`config.mk`:
```
export PLATFORM = sky130hd
export DESIGN_NAME = sort_sequencer
export DESIGN_NICKNAME = d
export VERILOG_FILES = /design/src/rtl/sort_pkg.sv /design/src/rtl/sort_cmp_swap.sv /design/src/rtl/sort_sequencer.sv
export SDC_FILE = /design/constraint.sdc
export NUM_CORES = 1
export LEC_CHECK = 0
export CAP_MARGIN = 5
export CORE_MARGIN = 2
export CORE_UTILIZATION = 55
export DETAILED_ROUTE_END_ITERATION = 10
export HOLD_SLACK_MARGIN = 0.08
export PLACE_DENSITY_LB_ADDON = 0.1
export SLEW_MARGIN = 10
export SYNTH_ARGS = -nofsm -noshare
export SYNTH_HDL_FRONTEND = slang
export SYNTH_SLANG_ARGS = --single-unit
```
`constraint.sdc`:
```
create_clock -name clk -period 4.2 [get_ports clk]
set_input_delay 0.42 -clock clk [delete_from_list [all_inputs] [get_ports clk]]
set_output_delay 0.42 -clock clk [all_outputs]
set_load 0.03 [all_outputs]
```
`src/rtl/sort_pkg.sv`:
```
// Shared types and helpers for the sort sequencer slice.
package sort_pkg;

  typedef enum logic [1:0] {
    LOAD  = 2'd0,
    SORT  = 2'd1,
    DRAIN = 2'd2
  } state_t;

  function automatic int unsigned idx_width(input int unsigned depth);
    return (depth < 2) ? 1 : $clog2(depth);
  endfunction

endpackage

```
`src/rtl/sort_cmp_swap.sv`:
```
// Single compare-exchange cell: orders the pair (a, b) by the requested direction.
module sort_cmp_swap #(
  parameter int unsigned WIDTH = 4
) (
  input  logic [WIDTH-1:0] a,
  input  logic [WIDTH-1:0] b,
  input  logic             ascend,
  output logic [WIDTH-1:0] lo_out,
  output logic [WIDTH-1:0] hi_out,
  output logic             swap
);

  // Strict compare keeps equal words in place, which makes the sort stable.
  always_comb begin
    swap   = ascend ? (a > b) : (a < b);
    lo_out = swap ? b : a;
    hi_out = swap ? a : b;
  end

endmodule

```
`src/rtl/sort_sequencer.sv`:
```
// Frame buffer that bubble-sorts DEPTH words with one shared compare-exchange cell,
// then streams the sorted frame out.
module sort_sequencer
  import sort_pkg::*;
#(
  parameter int unsigned WIDTH  = 4,
  parameter int unsigned DEPTH  = 8,
  parameter bit          ASCEND = 1'b1
) (
  input  logic             clk,
  input  logic             rst,
  input  logic             in_valid,
  output logic             in_ready,
  input  logic [WIDTH-1:0] in_data,
  output logic             out_valid,
  input  logic             out_ready,
  output logic [WIDTH-1:0] out_data,
  output logic             busy
);

  localparam int unsigned IW = idx_width(DEPTH);
  localparam logic [IW-1:0] LAST   = IW'(DEPTH - 1);
  localparam logic [IW-1:0] LAST_J = IW'(DEPTH - 2);
  localparam logic [IW-1:0] ONE    = IW'(1);

  state_t           state, state_nx;
  logic [WIDTH-1:0] mem [DEPTH];
  logic [IW-1:0]    wr_idx, rd_idx, j, j1, pass;
  logic             swapped;
  logic [WIDTH-1:0] lo, hi;
  logic             swap;
  logic             in_fire, out_fire, pass_end, sort_done;

  assign j1 = j + ONE;

  sort_cmp_swap #(.WIDTH(WIDTH)) u_cmp (
    .a      (mem[j]),
    .b      (mem[j1]),
    .ascend (ASCEND),
    .lo_out (lo),
    .hi_out (hi),
    .swap   (swap)
  );

  always_comb begin
    in_ready  = !rst && (state == LOAD);
    out_valid = !rst && (state == DRAIN);
    busy      = !rst && (state == SORT);
    out_data  = out_valid ? mem[rd_idx] : '0;
    in_fire   = in_valid && in_ready;
    out_fire  = out_valid && out_ready;
    pass_end  = (j == LAST_J);
    // Early exit looks at this cycle's swap as well as earlier ones in the pass.
    sort_done = pass_end && (!(swapped || swap) || (pass == LAST_J));
  end

  always_comb begin
    state_nx = state;
    case (state)
      LOAD:    if (in_fire && (wr_idx == LAST)) state_nx = SORT;
      SORT:    if (sort_done) state_nx = DRAIN;
      DRAIN:   if (out_fire && (rd_idx == LAST)) state_nx = LOAD;
      default: state_nx = LOAD;
    endcase
  end

  always_ff @(posedge clk) begin
    if (rst) begin
      state   <= LOAD;
      wr_idx  <= '0;
      rd_idx  <= '0;
      j       <= '0;
      pass    <= '0;
      swapped <= 1'b0;
    end else begin
      state <= state_nx;
      case (state)
        LOAD: begin
          if (in_fire) begin
            mem[wr_idx] <= in_data;
            if (wr_idx == LAST) begin
              wr_idx  <= '0;
              j       <= '0;
              pass    <= '0;
              swapped <= 1'b0;
            end else begin
              wr_idx <= wr_idx + ONE;
            end
          end
        end
        SORT: begin
          if (swap) begin
            mem[j]  <= lo;
            mem[j1] <= hi;
          end
          if (pass_end) begin
            if (!sort_done) begin
              j       <= '0;
              pass    <= pass + ONE;
              swapped <= 1'b0;
            end
          end else begin
            j       <= j1;
            swapped <= swapped || swap;
          end
        end
        DRAIN: begin
          if (out_fire) begin
            wr_idx <= '0;
            rd_idx <= (rd_idx == LAST) ? '0 : rd_idx + ONE;
          end
        end
        default: ;
      endcase
    end
  end

endmodule

```
==> results.ini <==
[timing]
timing.final.crit_share_pct=94.5
maxSlewHeadroom_pct=54.8
finalClockSkew_ns=0.00793
slew_viol_final=0
whs_ns=0.502
fin_crit_ns=3.97
setup_tns_ns=0
setup_violations=0
finalHoldViolCount=0
max_slew.worst_pin.slew_ns=0.678
rsz0062_at_grt=false
fmax_mhz=252

[detailed_routing]
detail-route-antenna-nets=0
avgRoutedWirePerCell_microns=21.0
drt-pass1-iter-count=5
via_per_inst=6.69
wl_microns=9480
vias=3026
drc_errors=0
first_iter_violations=512

[layout]
finalNonFillerCells=452
diodes=0
final_cell_mix=nand2_1 (40), a21oi_1 (40), nor2_1 (35)
area_growth_pct=7.45
drive_gt1_share_pct=17.9
final_core_util_pct=61.3
num-nets-final=394

[synth]
syn_area_sq_um=3640
syn-num-nets=384
ys_types=55
ys_seq_area_share_pct=37.9
synth-edff-count=32
synthArstFlopShare_pct=0
syn_avg_cell_area_sq_um=10.0
syn_inst=364
ys_ff_latch=53
synth_warnings=0
ys.flop_type=edfxtp_1

[worst_setup_path]
r2r_cells=11
start_kind=flop
path_class=flop to flop
arrival_ns=4.09
worstPathMaxFanout=18
ff2ff_setup_slack_ns=0.23
cp-end-kind=flop
required_ns=4.32

[pwr]
power_density_nw_per_um2=240
power.switching_uw=233
peakVddDrop_uv=155
swShare_pct=24.8
seqPwrFrac_pct=59.7
intPower_uw=705
combPwrFrac_pct=7.7
p_clk_share_pct=32.7
p_leak_uw=0.00136

[die]
core_sq_um=6390
dieWidth_microns=85.4
initial_core_util_pct=57.0
die_area_sq_um=7290
die_h_microns=85.4
row_count=29
ioPinCount=15

[place]
globalplace.congestion=0.952
io_buffer_count=14
dpl.hpwl_microns=7270
placed_cells=444

[cts]
cts.path.max_buffers=2
insertion_delay_ns=0.31
h-tree-depth=2
clockRootBuffer=clkbuf_8
cts_tree=built
numCtsBuffers=5
cts.sinks=53
cts.clk_slew.worst_paths_ns=0.11
cts-hold-fix-buffers=0
post-cts-setup-buffer-count=0
cts_resized=0

[global_routing]
grt_pass1_vias=2725
track_usage_pct=27.1
antenna_found_initial=0
overflow=0
grt_pass1_wl_microns=15000
grt_max_degree=19

[job]
cap_violations=0

[min_path]
hp-class=flop to flop
min_delay_path_depth=2

[run_status]
outcome=finished clean

-- power by group through the flow --
| stage | registers, uW | logic, uW | clock network (uW) |
|---|---|---|---|
| 3_5_place_dp | 572 | 69.3 | 0 |
| 3_3_place_gp | 571 | 68.4 | 0 |
| 4_1_cts | 560 | 69.6 | 316 |
| 5_1_grt | 560 | 78.8 | 334 |
| 2_1_floorplan | 569 | 48.1 | 0 |
| 6_report | 560 | 71.9 | 307 |
-- synth_stat cells, types with 5 or more instances --
master,number,share of area (%)
a21oi_1,40,5.5
nand2_1,40,4.1
nor2_1,35,3.6
edfxtp_1,32,26
o21ai_1,32,4.4
mux4_2,22,14
dfxtp_1,21,12
ha_1,12,4.1
nor3_1,12,1.6
nand3_1,10,1.4
a211oi_1,9,1.9
clkbuf_1,8,0.82
a31oi_1,5,0.86
buf_6,5,1.5
mux2i_1,5,1.4
nand2b_1,5,0.86
nor2b_1,5,0.86
-- final timing paths --
kind,startpoint,endpoint
max,j[0],mem[6][0]
min,rd_idx[2],rd_idx[2]
max reg2reg,j[0],mem[6][0]
min reg2reg,rd_idx[2],rd_idx[2]
-- critical path, cell delays in order, from the launching register on --
cell      delay [ns]
dfxtp_1         0.39
inv_2           0.08
ha_1            0.60
buf_4           0.23
mux4_2          0.30
mux2i_1         0.38
ha_1            0.37
a21o_2          0.25
o211ai_2        0.35
buf_4           0.31
nand2_1         0.25
o21ai_1         0.25
-- kinds of logic after synthesis --
kind of cell	count (synthesis)	synth area share, %
buf+inv	30	5.39
flops	53	37.9
simple gates	127	17.2
mux	32	16.7
compound gates	108	17.9
fa+ha+maj	12	4.12
xor+xnor	2	0.687
-- cell type report --
type,count,area [sq um]
clock buffers,5,68.8
clock inverters,3,23.8
fillers,544,2470
inverters,7,26.3
multi-input cells,281,2090
flip-flops and latches,53,1380
well taps,77,96.3
repair buffers,26,230
-- per-stage QoR --
step	setup slack, ns	power, uW	instance area [sq um]
final	0.230	939	3910
after global routing	0.0154	973	3910
after CTS	0.206	945	3890
after detailed placement	0.260	641	3800
after global placement	0.377	639	3800
after floorplan	0.570	617	3640
-- routing by layer --
layer | share of wire, % | GRT usage [%] | vias to the layer above
met2 | 44 | 39.6 | 190
met5 | 0 | 0 | -
met4 | 1.4 | 5.63 | 0
li1 | - | - | 1392
met3 | 9.9 | 4.47 | 18
met1 | 45 | 42.7 | 1426
Note: power is estimated with default switching activity, not from simulation.
